**config.mk**
```make
export PLATFORM = sky130hd
export DESIGN_NAME = clock_monitor
export DESIGN_NICKNAME = d
export VERILOG_FILES = /design/src/rtl/clock_monitor_pkg.sv /design/src/rtl/sync_edge_detect.sv /design/src/rtl/clock_monitor.sv
export SDC_FILE = /design/constraint.sdc
export NUM_CORES = 1
export LEC_CHECK = 0
export ABC_AREA = 1
export CAP_MARGIN = 20
export CORE_UTILIZATION = 50
export DETAILED_ROUTE_END_ITERATION = 10
export GPL_TIMING_DRIVEN = 1
export PLACE_DENSITY = 0.78
export REMOVE_ABC_BUFFERS = 1
export SYNTH_ARGS = -nofsm -noshare
export SYNTH_HDL_FRONTEND = slang
export SYNTH_SLANG_ARGS = --single-unit
```
**constraint.sdc**
```tcl
create_clock -name clk_in -period 3.02 [get_ports clk_in]
set_input_delay 0.906 -clock clk_in [delete_from_list [all_inputs] [get_ports clk_in]]
set_output_delay 0.906 -clock clk_in [all_outputs]
set_load 0.05 [all_outputs]
```
**src/rtl/clock_monitor_pkg.sv**
```systemverilog
// Shared state encoding and default parameter values for clock_monitor.
package clock_monitor_pkg;

   typedef enum logic [1:0] {
      ST_IDLE    = 2'd0,
      ST_MEASURE = 2'd1,
      ST_LOCKED  = 2'd2,
      ST_LOST    = 2'd3
   } mon_state_t;

   localparam int DEF_CNT_W      = 16;
   localparam int DEF_EXP_PERIOD = 4;
   localparam int DEF_TOL        = 0;
   localparam int DEF_LOCK_COUNT = 4;
   localparam int DEF_TIMEOUT    = 64;

endpackage

```
**src/rtl/sync_edge_detect.sv**
```systemverilog
// Two-flop synchronizer followed by a registered rising-edge detector.
// sync_level is delayed one stage so it lines up with the rise pulse.
module sync_edge_detect
   import clock_monitor_pkg::*;
(
   input  logic clk_in,
   input  logic reset,
   input  logic async_in,
   output logic sync_level,
   output logic rise
);

   logic meta_q;
   logic sync_q;
   logic prev_q;
   logic rise_q;

   always_ff @(posedge clk_in or posedge reset) begin
      if (reset) begin
         meta_q <= 1'b0;
         sync_q <= 1'b0;
         prev_q <= 1'b0;
         rise_q <= 1'b0;
      end else begin
         meta_q <= async_in;
         sync_q <= meta_q;
         prev_q <= sync_q;
         rise_q <= sync_q & ~prev_q;
      end
   end

   assign sync_level = prev_q;
   assign rise       = rise_q;

endmodule

```
**src/rtl/clock_monitor.sv**
```systemverilog
// Measures the period of clk_mon in clk_in cycles and tracks lock / loss.
// Define CLOCK_MONITOR_DUTY_EN to add the high_time (duty) measurement output.
module clock_monitor
   import clock_monitor_pkg::*;
#(
   parameter int CNT_W      = DEF_CNT_W,
   parameter int EXP_PERIOD = DEF_EXP_PERIOD,
   parameter int TOL        = DEF_TOL,
   parameter int LOCK_COUNT = DEF_LOCK_COUNT,
   parameter int TIMEOUT    = DEF_TIMEOUT
)
(
   input  logic             clk_in,
   input  logic             reset,
   input  logic             clk_mon,
   output logic             mon_rise,
   output logic [CNT_W-1:0] period,
   output logic             period_valid,
   output logic             locked,
   output logic             lost
`ifdef CLOCK_MONITOR_DUTY_EN
   ,
   output logic [CNT_W-1:0] high_time
`endif
);

   localparam int MATCH_W = $clog2(LOCK_COUNT + 1);
   localparam logic [CNT_W-1:0] CNT_MAX   = '1;
   localparam logic [CNT_W-1:0] EXP_P     = CNT_W'(EXP_PERIOD);
   localparam logic [CNT_W-1:0] TOL_P     = CNT_W'(TOL);
   localparam logic [CNT_W-1:0] TIMEOUT_P = CNT_W'(TIMEOUT);

   if (LOCK_COUNT < 1) begin : g_chk_lock
      $error("clock_monitor: LOCK_COUNT must be >= 1");
   end
   if (TIMEOUT < 0 || longint'(TIMEOUT) >= (longint'(1) << CNT_W) - longint'(1)) begin : g_chk_timeout
      $error("clock_monitor: TIMEOUT must be below 2**CNT_W-1");
   end

   logic               rise;
   logic               mon_level;
   mon_state_t         state_q, state_n;
   logic [CNT_W-1:0]   cnt_q;
   logic [CNT_W-1:0]   period_q;
   logic [CNT_W-1:0]   p_meas;
   logic [CNT_W-1:0]   diff;
   logic               in_tol;
   logic               meas_valid;
   logic               timeout;
   logic [MATCH_W-1:0] match_q, match_n;
   logic               lock_hit;
   logic               pv_q;
   logic               locked_q;
   logic               lost_q;

   sync_edge_detect u_sync (
      .clk_in     (clk_in),
      .reset      (reset),
      .async_in   (clk_mon),
      .sync_level (mon_level),
      .rise       (rise)
   );

   assign p_meas     = (cnt_q == CNT_MAX) ? CNT_MAX : cnt_q + CNT_W'(1);
   assign diff       = (p_meas >= EXP_P) ? p_meas - EXP_P : EXP_P - p_meas;
   assign in_tol     = (diff <= TOL_P);
   // The first rise after IDLE or LOST has no reference edge, so only
   // rises seen while already measuring produce a period.
   assign meas_valid = rise && (state_q == ST_MEASURE || state_q == ST_LOCKED);
   assign timeout    = (cnt_q == TIMEOUT_P);
   assign lock_hit   = (32'(match_q) + 32'd1) == 32'(LOCK_COUNT);

   always_comb begin
      state_n = state_q;
      match_n = match_q;
      case (state_q)
         ST_IDLE: begin
            if (rise) begin
               state_n = ST_MEASURE;
               match_n = '0;
            end else if (timeout) begin
               state_n = ST_LOST;
            end
         end
         ST_MEASURE: begin
            if (meas_valid) begin
               if (!in_tol) begin
                  match_n = '0;
               end else if (lock_hit) begin
                  state_n = ST_LOCKED;
                  match_n = '0;
               end else begin
                  match_n = match_q + MATCH_W'(1);
               end
            end else if (timeout) begin
               state_n = ST_LOST;
            end
         end
         ST_LOCKED: begin
            if (meas_valid) begin
               if (!in_tol) begin
                  state_n = ST_MEASURE;
                  match_n = '0;
               end
            end else if (timeout) begin
               state_n = ST_LOST;
            end
         end
         ST_LOST: begin
            if (rise) begin
               state_n = ST_MEASURE;
               match_n = '0;
            end
         end
         default: begin
            state_n = ST_IDLE;
            match_n = '0;
         end
      endcase
   end

   always_ff @(posedge clk_in or posedge reset) begin
      if (reset) begin
         state_q  <= ST_IDLE;
         match_q  <= '0;
         cnt_q    <= '0;
         period_q <= '0;
         pv_q     <= 1'b0;
         locked_q <= 1'b0;
         lost_q   <= 1'b0;
      end else begin
         state_q  <= state_n;
         match_q  <= match_n;
         cnt_q    <= rise ? '0 : ((cnt_q == CNT_MAX) ? CNT_MAX : cnt_q + CNT_W'(1));
         if (meas_valid) begin
            period_q <= p_meas;
         end
         pv_q     <= meas_valid;
         locked_q <= (state_n == ST_LOCKED);
         lost_q   <= (state_n == ST_LOST);
      end
   end

   assign mon_rise     = rise;
   assign period       = period_q;
   assign period_valid = pv_q;
   assign locked       = locked_q;
   assign lost         = lost_q;

`ifdef CLOCK_MONITOR_DUTY_EN
   logic [CNT_W-1:0] hcnt_q;
   logic [CNT_W-1:0] h_meas;
   logic [CNT_W-1:0] high_q;

   // The rise cycle itself closes the window, so it is counted before clearing.
   assign h_meas = (mon_level && hcnt_q != CNT_MAX) ? hcnt_q + CNT_W'(1) : hcnt_q;

   always_ff @(posedge clk_in or posedge reset) begin
      if (reset) begin
         hcnt_q <= '0;
         high_q <= '0;
      end else begin
         hcnt_q <= rise ? '0 : h_meas;
         if (meas_valid) begin
            high_q <= h_meas;
         end
      end
   end

   assign high_time = high_q;
`else
   logic unused_level;
   assign unused_level = mon_level;
`endif

endmodule
```
Yosys cells after proc, flatten, opt, wreduce, memory -nomap -nowiden

Index checks and enable logic that the tools add are counted.

Bits in registers: 44
Input bits: 3
Output and inout bits: 20
Logic and storage cells: 56

Add/subtract/negate cells: 5
Magnitude comparators: 2
Equal/unequal tests: 12
Muxes and demuxes: 19
Bitwise gates (word level): 2
Reductions and logical operators: 5

Operators by type and width:

| operator                                                                          | number |
|---|---|
| 16-bit 2-to-1 mux                                                                 | 3 |
| 3-bit 2-to-1 mux                                                                  | 6 |
| 16-bit by 1-bit adder with 16-bit output, second input constant                   | 1 |
| 16-bit equality test, second input constant                                       | 1 |
| 16-bit by 7-bit equality test with 1-bit output, second input constant            | 1 |
| 16-bit by 3-bit >= comparator with 1-bit output, second input constant            | 1 |
| 16-bit by 1-bit less-or-equal comparator with 1-bit output, second input constant | 1 |
| 2-bit 2-to-1 mux                                                                  | 8 |
| 16-bit by 3-bit subtractor with 16-bit output, second input constant              | 1 |
| 3-bit by 16-bit subtractor with 16-bit output, first input constant               | 1 |
| 3-bit case mux with 3 select lines                                                | 1 |
| 2-bit equality test, second input constant                                        | 4 |
| 2-bit case mux with 4 select lines                                                | 1 |
| 2-bit inequality test, second input constant                                      | 3 |
| 3-bit by 1-bit adder with 4-bit output, second input constant                     | 1 |
| 4-bit by 3-bit equality test with 1-bit output, second input constant             | 1 |
| 4-bit AND reduction                                                               | 1 |
| 3-bit by 1-bit adder with 3-bit output, second input constant                     | 1 |
| 2-bit by 1-bit equality test with 1-bit output, second input constant             | 1 |
| 2-bit zero test                                                                   | 1 |
| 2-bit by 1-bit inequality test with 1-bit output, second input constant           | 1 |
| 2-bit OR reduction                                                                | 1 |
| 1-bit bitwise AND                                                                 | 1 |
| 1-bit logical AND                                                                 | 1 |
| other kinds (2)                                                                   | 2 |

Depth between registers and ports, before layout

Gate-level depths: netlist of run 1.

Depth after elaboration: 9
Depth in mapped cells: 26
Mapped depth without buffers: 26

Cells and area by module

A second synthesis of run 1 with hierarchy kept.

Cell total of the unflattened synthesis: 452
Area total of the unflattened synthesis: 3,196.8 um^2

By module, submodules not included:

| module           | times used | cells each | area each (um^2) | seq. area each (um^2) |
|---|---|---|---|---|
| clock_monitor    | 1          | 445        | 3,083.0          | 1,001.0 |
| sync_edge_detect | 1          | 7          | 113.9            | 100.1 |

Worst setup path before layout of run 1

OpenSTA, ideal clock, no wires.

Path kind: flip-flop to flip-flop
From: register cnt_q[0]
To: register locked_q, in the netlist locked
Library setup time: 0.077 ns
Data arrival time: 2.825 ns
Required time: 2.943 ns
Setup slack: 0.117 ns
Cell stages (with the launch flop): 27
Path buffers: 1
Clock period less this slack: 2.903 ns
Path through: dfrtp_1 ha_1 nand3_4 inv_4 nand2_4 nor2_8 nor2_2 ha_1 inv_1 nor2_4 nand2_2 inv_2 nand3_2 buf_6 nand2_1 nand2_1 nor2_2 nand2_2 nor2_4 nand2_2 nand2_1 nand2_1 nand3_1 nand2_1 nand2_1 nand2_2 a21oi_1

Word-level cells in the longest chain between the ends: 9
Elaborated cells between the ends (all ways): 17
Classes of those cells: add/sub: 3; order compare: 2; eq/ne: 3; mux: 9

Ends and longest elaborated chain:

| what                                                                             | line                                      | source |
|---|---|---|
| start: declaration                                                               | clock_monitor.sv:43                       | `logic [CNT_W-1:0] cnt_q;` |
| start signal: assignment                                                         | clock_monitor.sv:134                      | `cnt_q <= rise ? '0 : ((cnt_q == CNT_MAX) ? CNT_MAX : cnt_q + CNT_W'(1));` |
| 16-bit by 1-bit adder with 16-bit output or 16-bit equality test (tied branches) | clock_monitor.sv:64                       | `assign p_meas = (cnt_q == CNT_MAX) ? CNT_MAX : cnt_q + CNT_W'(1);` |
| 16-bit 2-to-1 mux                                                                | clock_monitor.sv:64                       |  |
| 3-bit by 16-bit subtractor with 16-bit output, or another cell as far along      | clock_monitor.sv:65                       | `assign diff = (p_meas >= EXP_P) ? p_meas - EXP_P : EXP_P - p_meas;` |
| 16-bit 2-to-1 mux                                                                | clock_monitor.sv:65                       |  |
| 16-bit by 1-bit less-or-equal comparator with 1-bit output                       | clock_monitor.sv:66                       | `assign in_tol = (diff <= TOL_P);` |
| 2-bit 2-to-1 mux, on equally long branches                                       | clock_monitor.sv:101, clock_monitor.sv:87 |  |
| 2-bit 2-to-1 mux, on equally long branches                                       | clock_monitor.sv:100, clock_monitor.sv:86 |  |
| 2-bit case mux with 4 select lines *                                             | clock_monitor.sv:76                       | `case (state_q)` |
| 2-bit equality test *                                                            | clock_monitor.sv:139                      | `locked_q <= (state_n == ST_LOCKED);` |
| end signal: assignment                                                           | clock_monitor.sv:139                      |  |
| end: declaration                                                                 | clock_monitor.sv:53                       | `logic locked_q;` |

Mark *: on every way between the ends. The rest lies on a longest branch, timed or not.
A chain may end at the register's enable or synchronous reset.

Worst setup path after layout of run 1

From: register cnt_q[0]
To: register match_q[0]

Word-level cells in the longest chain between the ends: 8
Elaborated cells between the ends (all ways): 13
Classes of those cells: add/sub: 3; order compare: 2; eq/ne: 2; mux: 5; reduce/logical: 1

Ends and longest elaborated chain:

| what                                                                             | line                 | source |
|---|---|---|
| 16-bit by 1-bit adder with 16-bit output or 16-bit equality test (tied branches) | clock_monitor.sv:64  |  |
| 16-bit 2-to-1 mux *                                                              | clock_monitor.sv:64  |  |
| net p_meas[2]                                                                    | clock_monitor.sv:45  | `logic [CNT_W-1:0] p_meas;` |
| 3-bit by 16-bit subtractor with 16-bit output, or another cell as far along      | clock_monitor.sv:65  |  |
| 16-bit 2-to-1 mux *                                                              | clock_monitor.sv:65  |  |
| 16-bit by 1-bit less-or-equal comparator with 1-bit output *                     | clock_monitor.sv:66  |  |
| 3-bit 2-to-1 mux                                                                 | clock_monitor.sv:87  | `if (!in_tol) begin` |
| 3-bit 2-to-1 mux                                                                 | clock_monitor.sv:86  | `if (meas_valid) begin` |
| 3-bit case mux with 3 select lines                                               | clock_monitor.sv:76  |  |
| end signal: assignment                                                           | clock_monitor.sv:133 | `match_q <= match_n;` |
| end: declaration                                                                 | clock_monitor.sv:50  | `logic [MATCH_W-1:0] match_q, match_n;` |

The timed path passes the listed nets; every way through them passes the cells marked *. The select of a mux whose other input is x is not followed.

==> results of run 1 <==
[final cells by class]
cell class	count	area (µm²)
Inverter	69	262
Sequential cell	44	1100
Timing Repair Buffer	48	428
Tap cell	75	93.8
Clock inverter	2	15.0
Fill cell	547	2080
Multi-Input combinational cell	325	1890
Clock buffer	6	82.6
[state kept, by name (all words and copies together) (netlist names), 2 cells and up]
register and cells:
match_q 3, state_q 2, period 16, cnt_q 16
[where the power goes]
part | internal, µW | switching (µW) | leakage (µW)
logic | 663 | 1160 | 0.00143
clock network | 185 | 205 | 0.0000434
registers | 669 | 79.4 | 0.000586
total | 1520 | 1450 | 0.00206
[cells by family after synthesis]
kind of cell    after synthesis
compound gates               34
fa+ha+maj                    11
flops                        44
simple gates                271
buf+inv                      74
xor+xnor                      9
[through the flow]
step                cell area [µm²]  TNS, ns  power, µW  hold slack [ns]  setup slack (ns)
global route                   3880    -1.28       3200            0.367            -0.222
global placement               3570   -0.240       2370            0.347           -0.0849
detailed placement             3570   -0.712       2400            0.354            -0.144
CTS                            3740        0       2850            0.365           0.00276
finish                         3880        0       2960            0.360            0.0245
floorplan                      3090        0       1970            0.331             0.117
[per-layer routing]
| layer | vias up | track usage [%] | routed length [µm] |
|---|---|---|---|
| met1 | 1396 | 33.0 | 3370 |
| met3 | 20 | 3.60 | 345 |
| met2 | 64 | 46.4 | 4090 |
| met4 | 0 | 9.46 | 176 |
| met5 | - | 0 | 0 |
| li1 | 1486 | - | - |
[placed cells by master, fill, tap and decap left out, types with 4 or more instances in the layout]
master	instances
dfrtp_1	41
nand2_1	121
nor2_4	13
nand4_1	10
nand3_1	35
nor4_1	4
nor2_1	42
xor2_1	6
nor2_2	10
nand2_2	15
inv_1	58
buf_4	25
clkdlybuf4s50_1	22
a21oi_1	4
nand3_2	7
ha_1	9
clkbuf_8	6
o21ai_0	21
inv_2	8
[worst paths after layout]
| path | start | end | slack [ns] | cells past startpoint |
|---|---|---|---|---|
| worst min-delay path | u_sync.meta_q | u_sync.sync_q | 0.36 | 0 |
| max in group asynchronous | reset | cnt_q[2] | 1.49 | 3 |
| worst max register to register | cnt_q[0] | match_q[0] | 0.02 | 22 |
| worst min register to register | u_sync.meta_q | u_sync.sync_q | 0.36 | 0 |
| worst max-delay path | cnt_q[0] | match_q[0] | 0.02 | 22 |
| min in group asynchronous | reset | u_sync.sync_q | 0.98 | 2 |
[repair_timing]
action / 4_1_cts / 5_1_grt
pin swaps: 5 / 14
setup buffers: 2 / 4
endpoints found under the setup margin: 7 / 7
gates cloned: 0 / 0
resized for setup: 13 / 26
hold buffers: 0 / 0
==> run_results.csv, run 1 <==
group,metric,value,unit
worst_setup_path,endpoint_kind,"flip-flop",
finish,fin_nets,507,
placement,hpwl,6000,µm
logic_synthesis,synth_cell_types,29,
logic_synthesis,synth_top_flop_cell,"dfrtp_1",
logic_synthesis,yosysTopAreaCell,"dfrtp_1",
logic_synthesis,synthSimpleGateAreaFrac,42.8,%
logic_synthesis,ys_ff_latch,44,
logic_synthesis,synth.area.top_cells,"dfrtp_1, nand2_1, inv_1, nand3_1, nor2_1",
worst_setup_path,critPathRequiredTime,3.24,ns
run_status,status,"finished, final reports clean",
route,num_vias,2966,
floorplanning,fp.dieW,81,µm
logic_synthesis,synthArstFlopShare,100,%
logic_synthesis,synthCells,443,
sta,period_minus_slack,3.00,ns
route,postRouteWirelength,7980,µm
logic_synthesis,netlist_area,3120,µm²
finish,syn_to_final_growth,24.2,%
floorplanning,core_area,5960,µm²
route,wl_per_cell,14.0,µm
route,antenna_left,0,
sta,skew,0.00691,ns
sta,min_period_over_period,99.2,%
clock_network,insertion_delay,0.30,ns
worst_setup_path,cp_common_cell,"nand2_1",
global_routing,grtUsageTotal,26.4,%
placement,gp_congestion,0.964,
route,via_per_inst,5.21,
logic_synthesis,synth_top_family_by_area,"simple AND/OR/NAND/NOR gates",
sta,setup_viol,0,
sta,final_max_slew_viol_count,0,
logic_synthesis,yosysSeqAreaShare,35.3,%
logic_synthesis,synth_compound_area_share,5.77,%
job,maxCapViolations,0,
placement,placed_cells,555,
logic_synthesis,synth_mux_area_share,0,%
sta,maxSlewHeadroom,41.1,%
logic_synthesis,synthAdderAreaFrac,4.41,%
global_routing,gr-total-overflow,0,
global_routing,grt_max_degree,33,
logic_synthesis,synth_xor_xnor_area_share,2.53,%
floorplanning,die_y,81,µm
floorplanning,die-area,6560,µm²
floorplanning,io_pins,23,
finish,drive_gt1_share,22.3,%
worst_setup_path,worst_ep_arrival_time,3.22,ns
logic_synthesis,yosysMostFrequentCell,"nand2_1",
placement,port_buffers,22,
pwr,power_leakage,0.00206,µW
logic_synthesis,yosysWarnings,0,
pwr,ir_drop,0.569,mV
worst_setup_path,path_max_fanout,5,
finish,finalNonFillerCells,569,
floorplanning,initial_core_util,52.4,%
pwr,power_density,764,nW/µm²
clock_network,cts_buffers,5,
worst_setup_path,cp_slowest_stage_delay,0.42,ns
sta,max_freq,334,MHz
worst_setup_path,slowest_stage,"dfrtp_1",
clock_network,cts_max_level,2,
worst_setup_path,crit_buf_inv,4,
floorplanning,rows,28,
sta,rsz0062_at_grt,"true",
logic_synthesis,synth_edf_count,0,
finish,antennaDiodeCount,0,
sta,tightest_slew,0.877,ns
clock_network,cts_root_buf,"clkbuf_8",
worst_setup_path,path_cells,"ha_4 > buf_4 > xor2_1 > nor2_4 > inv_2 > ha_4 > nand3_4 > buf_4 > nand3_1 > nor2_1 > nand2_1 > nand2_1 > nand2_1 > nor2_1 > nand3_1 > nor2_4 > nand2_2 > inv_2 > nand2_1 > nor3_2 > nor2_1 > a21oi_1",
worst_setup_path,critPathTopFamily,"simple AND/OR/NAND/NOR gates",
worst_setup_path,timing_worst_setup_path_type,"flip-flop to flip-flop",
global_routing,first_global_vias,2906,
global_routing,antenna_found_initial,0,
worst_setup_path,startpoint_type,"flip-flop",
hold_path,hold_path.class,"flip-flop to flip-flop",
global_routing,grt_pass1_wl,13100,µm
logic_synthesis,synth_common_cells,"nand2_1, inv_1, nor2_1, dfrtp_1, nand3_1",
logic_synthesis,avgSynthCellArea,7.04,µm²
finish,final_core_util,65.1,%
route,drc,0,
clock_network,clk_pin_slew,0.09,ns
logic_synthesis,synth_top_area_share,35.3,%
clock_network,clockBufferDepth,2,
clock_network,cts_tree,"built",
sta,hold_viol_final,0,
route,drt-initial-drc-count,168,
route,dr.pass1.iters,5,
clock_network,cts_sinks,44,
No activity file was read; power rests on OpenSTA's default activity.
==> run 2: changes to the inputs <==
--- a/config.mk
+++ b/config.mk
@@ -10,6 +10,7 @@
 export CORE_UTILIZATION = 50
 export DETAILED_ROUTE_END_ITERATION = 10
 export GPL_TIMING_DRIVEN = 1
+export MAX_ROUTING_LAYER = met4
 export PLACE_DENSITY = 0.78
 export REMOVE_ABC_BUFFERS = 1
 export SYNTH_ARGS = -nofsm -noshare
==> run 2 against run 1 <==
- the run now ends with negative setup slack left
- global-route usage is 0.94 points lower
- power rose by 1.6%
- fmax fell by 0.87%
- count of clock-buffer cells in the layout did not move
- combinational power rose by 3%
- worst hold slack gained 0.0060 ns
- clock skew is essentially flat
==> run_results.csv, run 2 (synthesized netlist as in run 1, its figures left out) <==
group,metric,value,unit
run_status,status,"finished with violations",
run_status,violations,"negative setup slack",
floorplanning,die-area,6560,µm²
global_routing,grt_pass1_wl,12400,µm
route,drt-initial-drc-count,179,
worst_setup_path,critPathRequiredTime,3.25,ns
global_routing,first_global_vias,2815,
placement,placed_area,3570,µm²
clock_network,cts_buffers,5,
clock_network,cts_sinks,44,
placement,port_buffers,22,
worst_setup_path,timing_worst_setup_path_type,"flip-flop to flip-flop",
route,wl_per_cell,13.9,µm
finish,syn_to_final_growth,27.3,%
floorplanning,die_y,81,µm
floorplanning,initial_core_util,52.4,%
clock_network,clockBufferDepth,2,
sta,rsz0062_at_grt,"true",
job,maxCapViolations,0,
clock_network,insertion_delay,0.30,ns
worst_setup_path,worst_ep_arrival_time,3.25,ns
worst_setup_path,path_cells,"nand2_2 > nor2_4 > nand2_8 > nor2_8 > nor2_4 > inv_2 > ha_4 > nand3_4 > nand3b_1 > buf_4 > nand3_2 > nor2_1 > a21oi_1 > nand3_1 > nor2_4 > nand2_2 > inv_2 > nand2_1 > nor3_2 > nor2_1 > a21oi_1",
floorplanning,fp.dieW,81,µm
floorplanning,rows,28,
hold_path,hold_depth,0,
pwr,ir_drop,0.521,mV
global_routing,antenna_found_initial,0,
finish,final_cell_area,3970,µm²
worst_setup_path,startpoint_type,"flip-flop",
clock_network,holdBufCountCts,0,
floorplanning,io_pins,23,
route,num_vias,3083,
pwr,total_power,3010,µW
global_routing,grt_max_degree,33,
finish,antennaDiodeCount,0,
sta,final_max_slew_viol_count,0,
sta,period_minus_slack,3.02,ns
worst_setup_path,path_max_fanout,5,
sta,skew,0.00724,ns
clock_network,clk_pin_slew,0.09,ns
global_routing,grtUsageTotal,25.5,%
clock_network,cts_max_level,2,
route,postRouteWirelength,8000,µm
clock_network,cts_root_buf,"clkbuf_8",
route,via_per_inst,5.34,
clock_network,cts_tree,"built",
worst_setup_path,cp_slowest_stage_delay,0.46,ns
floorplanning,core_area,5960,µm²
route,antenna_left,0,
worst_setup_path,rr_worst_depth,21,
sta,setup_ws,-0.00164,ns
worst_setup_path,endpoint_kind,"flip-flop",
sta,max_freq,331,MHz
placement,gp_congestion,0.992,
finish,drive_gt1_share,23.7,%
sta,tightest_slew,0.832,ns
hold_path,hold_path.class,"flip-flop to flip-flop",
route,drc,0,
worst_setup_path,cp_common_cell,"nor2_4",
route,dr.pass1.iters,5,
sta,maxSlewHeadroom,44.2,%
worst_setup_path,slowest_stage,"dfrtp_1",
global_routing,gr-total-overflow,0,
sta,setup_viol,1,
pwr,power_leakage,0.00210,µW
sta,min_period_over_period,100,%
finish,final_cell_mix,"nand2_1, inv_1, nor2_1",
sta,hold_viol_final,0,
finish,final_common_cell,"nand2_1",
finish,fin_nets,515,
placement,hpwl,5920,µm
pwr,power_density,758,nW/µm²
run 2: cell type report:
type	instances	area [µm²]
inverter	69	264
clock buffer	6	82.6
multi-input combinational	326	1930
sequential	44	1110
clock inverter	2	15.0
tap	75	93.8
timing repair buffer	55	480
fill	520	1980
run 2: power by group:
| group | switching (µW) | leakage (µW) | total [µW] | internal, µW |
|---|---|---|---|---|
| logic | 1180 | 0.00148 | 1870 | 696 |
| clock network | 207 | 0.0000434 | 392 | 185 |
| registers | 78.1 | 0.000584 | 748 | 670 |
run 2: routing by layer:
layer | GRT usage, % | vias up | wire, µm
li1 | - | 1503 | -
met1 | 32.0 | 1452 | 3430
met2 | 43.3 | 114 | 4040
met3 | 3.03 | 14 | 397
met4 | 6.96 | 0 | 128
met5 | - | - | 0
run 2: what timing repair did:
action                                  4_1_cts  5_1_grt
endpoints found under the hold margin         0        0
buffers inserted                              0       13
resized for setup                             3       43
cloned                                        0        1
endpoints found under the setup margin        7        7
pin swaps                                     1       12
run 2: path summary, 6_finish.rpt:
kind                               start            end  slack, ns
max in group asynchronous          reset     period[11]       1.51
min in group asynchronous          reset      period[4]       0.98
max reg2reg                     cnt_q[7]     match_q[0]     -0.002
min                        u_sync.meta_q  u_sync.sync_q       0.37
min reg2reg                u_sync.meta_q  u_sync.sync_q       0.37
max                             cnt_q[7]     match_q[0]     -0.002
run 2: worst max-delay path: cells and delay by family, from the launching register on:
family / cells / cell delay [ns]
flops: 1 / 0.46
simple gates: 15 / 1.77
buf+inv: 3 / 0.35
compound gates: 2 / 0.21
fa+ha+maj: 1 / 0.14
run 2: through the flow:
stage	std cells	utilization, %	hold WS [ns]	TNS (ns)	worst slack (ns)
after global routing	577	66.7	0.386	-1.23	-0.218
final	577	66.7	0.366	-0.00164	-0.00164
after global placement	555	60.0	0.342	-0.0901	-0.0342
after CTS	563	61.9	0.368	0	0.0217
after detailed placement	555	60.0	0.337	-0.380	-0.0904
after floorplan	438	-	0.331	0	0.117
==> run 3: changes to the inputs <==
--- a/config.mk
+++ b/config.mk
@@ -7,11 +7,11 @@
 export LEC_CHECK = 0
 export ABC_AREA = 1
 export CAP_MARGIN = 20
-export CORE_UTILIZATION = 50
+export CORE_UTILIZATION = 45
 export DETAILED_ROUTE_END_ITERATION = 10
 export GPL_TIMING_DRIVEN = 1
 export MAX_ROUTING_LAYER = met4
-export PLACE_DENSITY = 0.78
+export PLACE_DENSITY = 0.7
 export REMOVE_ABC_BUFFERS = 1
 export SYNTH_ARGS = -nofsm -noshare
 export SYNTH_HDL_FRONTEND = slang
==> constraint.sdc (replaced) <==
create_clock -name clk_in -period 3.5 [get_ports clk_in]
set_input_delay 1.05 -clock clk_in [delete_from_list [all_inputs] [get_ports clk_in]]
set_output_delay 1.05 -clock clk_in [all_outputs]
set_load 0.05 [all_outputs]
==> run 3 against run 2 <==
- the flow now finishes without violations
- count of clock-buffer cells in the layout did not move
- cell count fell by 4.9%
- non-clock buffer count fell by 29
- sequential power fell by 14%
- die area rose by 11%
- worst hold slack improved by 0.0042 ns
- critical path depth rose by 2
- first-iteration DRC count fell by 17%
- worst setup slack improved by 0.41 ns
- global-route usage fell by 3.0 points
- largest power group unchanged
==> run_results.csv, run 3 (synthesized netlist as in run 1, its figures left out) <==
group,metric,value,unit
run_status,status,"finished, final reports clean",
global_routing,grt_pass1_wl,12500,µm
sta,tightest_slew,0.553,ns
worst_setup_path,rr_startpoint,"cnt_q[1]",
sta,hold_viol_final,0,
route,via_per_inst,5.08,
clock_network,cts_buffers,5,
global_routing,grtUsageTotal,22.5,%
clock_network,holdBufCountCts,0,
clock_network,clk_pin_slew,0.08,ns
route,drc,0,
pwr,ir_drop,0.375,mV
finish,final_cell_mix,"nand2_1, inv_1, nor2_1",
worst_setup_path,rrSetupSlack,0.41,ns
worst_setup_path,path_max_fanout,7,
finish,antennaDiodeCount,0,
finish,finalNonFillerCells,549,
sta,period_minus_slack,3.09,ns
clock_network,insertion_delay,0.30,ns
finish,fin_nets,485,
worst_setup_path,cp-endpoint,"lost",
global_routing,grt_max_degree,45,
worst_setup_path,timing_worst_setup_path_type,"flip-flop to flip-flop",
finish,final_common_cell,"nand2_1",
sta,setup_ws,0.406,ns
pwr,total_power,2410,µW
global_routing,antenna_found_initial,0,
worst_setup_path,rr_worst_depth,23,
floorplanning,die-area,7270,µm²
route,num_vias,2788,
pwr,power_density,674,nW/µm²
placement,placed_cells,540,
clock_network,clockBufferDepth,2,
job,maxCapViolations,0,
worst_setup_path,worstReg2RegEnd,"lost",
finish,syn_to_final_growth,14.7,%
finish,nFillCells,642,
global_routing,first_global_vias,2664,
clock_network,cts_max_level,2,
global_routing,gr-total-overflow,0,
floorplanning,die_y,85.3,µm
placement,hpwl,5670,µm
floorplanning,fp.dieW,85.3,µm
pwr,power_leakage,0.00194,µW
floorplanning,io_pins,23,
route,wl_per_cell,13.3,µm
sta,max_freq,323,MHz
route,postRouteWirelength,7320,µm
route,antenna_left,0,
sta,final_max_slew_viol_count,0,
sta,maxSlewHeadroom,63.1,%
clock_network,cts_root_buf,"clkbuf_8",
sta,min_period_over_period,88.4,%
sta,skew,0.00355,ns
floorplanning,core_area,6530,µm²
hold_path,hold_path.class,"flip-flop to flip-flop",
worst_setup_path,worst_ep_arrival_time,3.33,ns
route,drt-initial-drc-count,149,
worst_setup_path,endpoint_kind,"flip-flop",
sta,setup_viol,0,
placement,gp_congestion,0.897,
clock_network,cts_sinks,44,
floorplanning,initial_core_util,47.8,%
worst_setup_path,critPathRequiredTime,3.73,ns
floorplanning,rows,29,
worst_setup_path,startpoint,"cnt_q[1]",
finish,drive_gt1_share,13.1,%
worst_setup_path,startpoint_type,"flip-flop",
route,dr.pass1.iters,4,
placement,dp_slack,0.227,ns
placement,port_buffers,22,
clock_network,cts_tree,"built",
run 3: cell count changes in the layout (fill, tap and decap cells not counted), moves of 3 or more:
cell / before / now
nand2_1: 119 / 123
dfrtp_2: 4 / 0
dfrtp_1: 40 / 44
buf_4: 32 / 4
a21oi_1: 4 / 7
nor2_1: 42 / 48
a21oi_2: 3 / 0
nor2_4: 14 / 10
run 3: worst min-delay path by stage:
stage | startpoint | endpoint | slack, ns | depth (start not counted)
floorplan | u_sync.meta_q | u_sync.sync_q | 0.33 | 0
global placement | u_sync.meta_q | u_sync.sync_q | 0.33 | 0
detailed placement | u_sync.meta_q | u_sync.sync_q | 0.35 | 0
CTS | u_sync.meta_q | u_sync.sync_q | 0.38 | 0
global route | u_sync.meta_q | u_sync.sync_q | 0.39 | 0
finish | u_sync.meta_q | u_sync.sync_q | 0.37 | 0
run 3: per-stage QoR:
stage          hold WS [ns]  utilization, %  TNS [ns]  instance area [µm²]
6_report              0.370            54.8         0                 3580
3_3_place_gp          0.335            52.6         0                 3430
3_5_place_dp          0.346            52.6         0                 3430
4_1_cts               0.375            54.2         0                 3540
2_1_floorplan         0.331               -         0                 3090
5_1_grt               0.392            54.8   -0.0295                 3580
run 3: metal layers:
| layer | track usage (%) | vias to the layer above | wire length (µm) |
|---|---|---|---|
| met5 | - | - | 0 |
| met4 | 6.67 | 0 | 125 |
| met3 | 3.40 | 13 | 285 |
| met2 | 36.4 | 63 | 3500 |
| met1 | 29.4 | 1269 | 3410 |
| li1 | - | 1443 | - |
run 3: critical path: stages, from the launching register on:
cell	delay, ns
dfrtp_1	0.44
ha_4	0.19
nand3_4	0.09
inv_4	0.09
nand2_4	0.08
nor2_8	0.20
nor2_4	0.08
inv_2	0.07
ha_1	0.15
nand3_2	0.12
nand3b_1	0.28
nand4_1	0.22
nand2_1	0.07
nor2_1	0.08
nand3_1	0.14
nor2_4	0.15
nand2_2	0.08
nand2_1	0.06
nand2_1	0.04
nand3_1	0.07
nand2_1	0.05
nand2_1	0.07
nand2_2	0.06
a21oi_1	0.12
run 3: timing repair:
| action | 4_1_cts | 5_1_grt |
|---|---|---|
| gates resized for setup | 0 | 5 |
| setup endpoints to repair | 0 | 7 |
| setup buffers | 0 | 1 |
run 3: where the power goes:
group | total [µW] | switching, µW | internal (µW)
logic | 1390 | 911 | 474
clock network | 386 | 174 | 212
registers | 642 | 65.5 | 576
run 3: layout make-up:
cell class              instances  area, µm²  area share [%]
multi-input cells             325       1760            49.2
flip-flops and latches         44       1100            30.8
inverters                      69        262            7.31
repair buffers                 26        250            6.99
well taps                      77       96.3            2.69
clock buffers                   6       72.6            2.03
clock inverters                 2       35.0           0.979
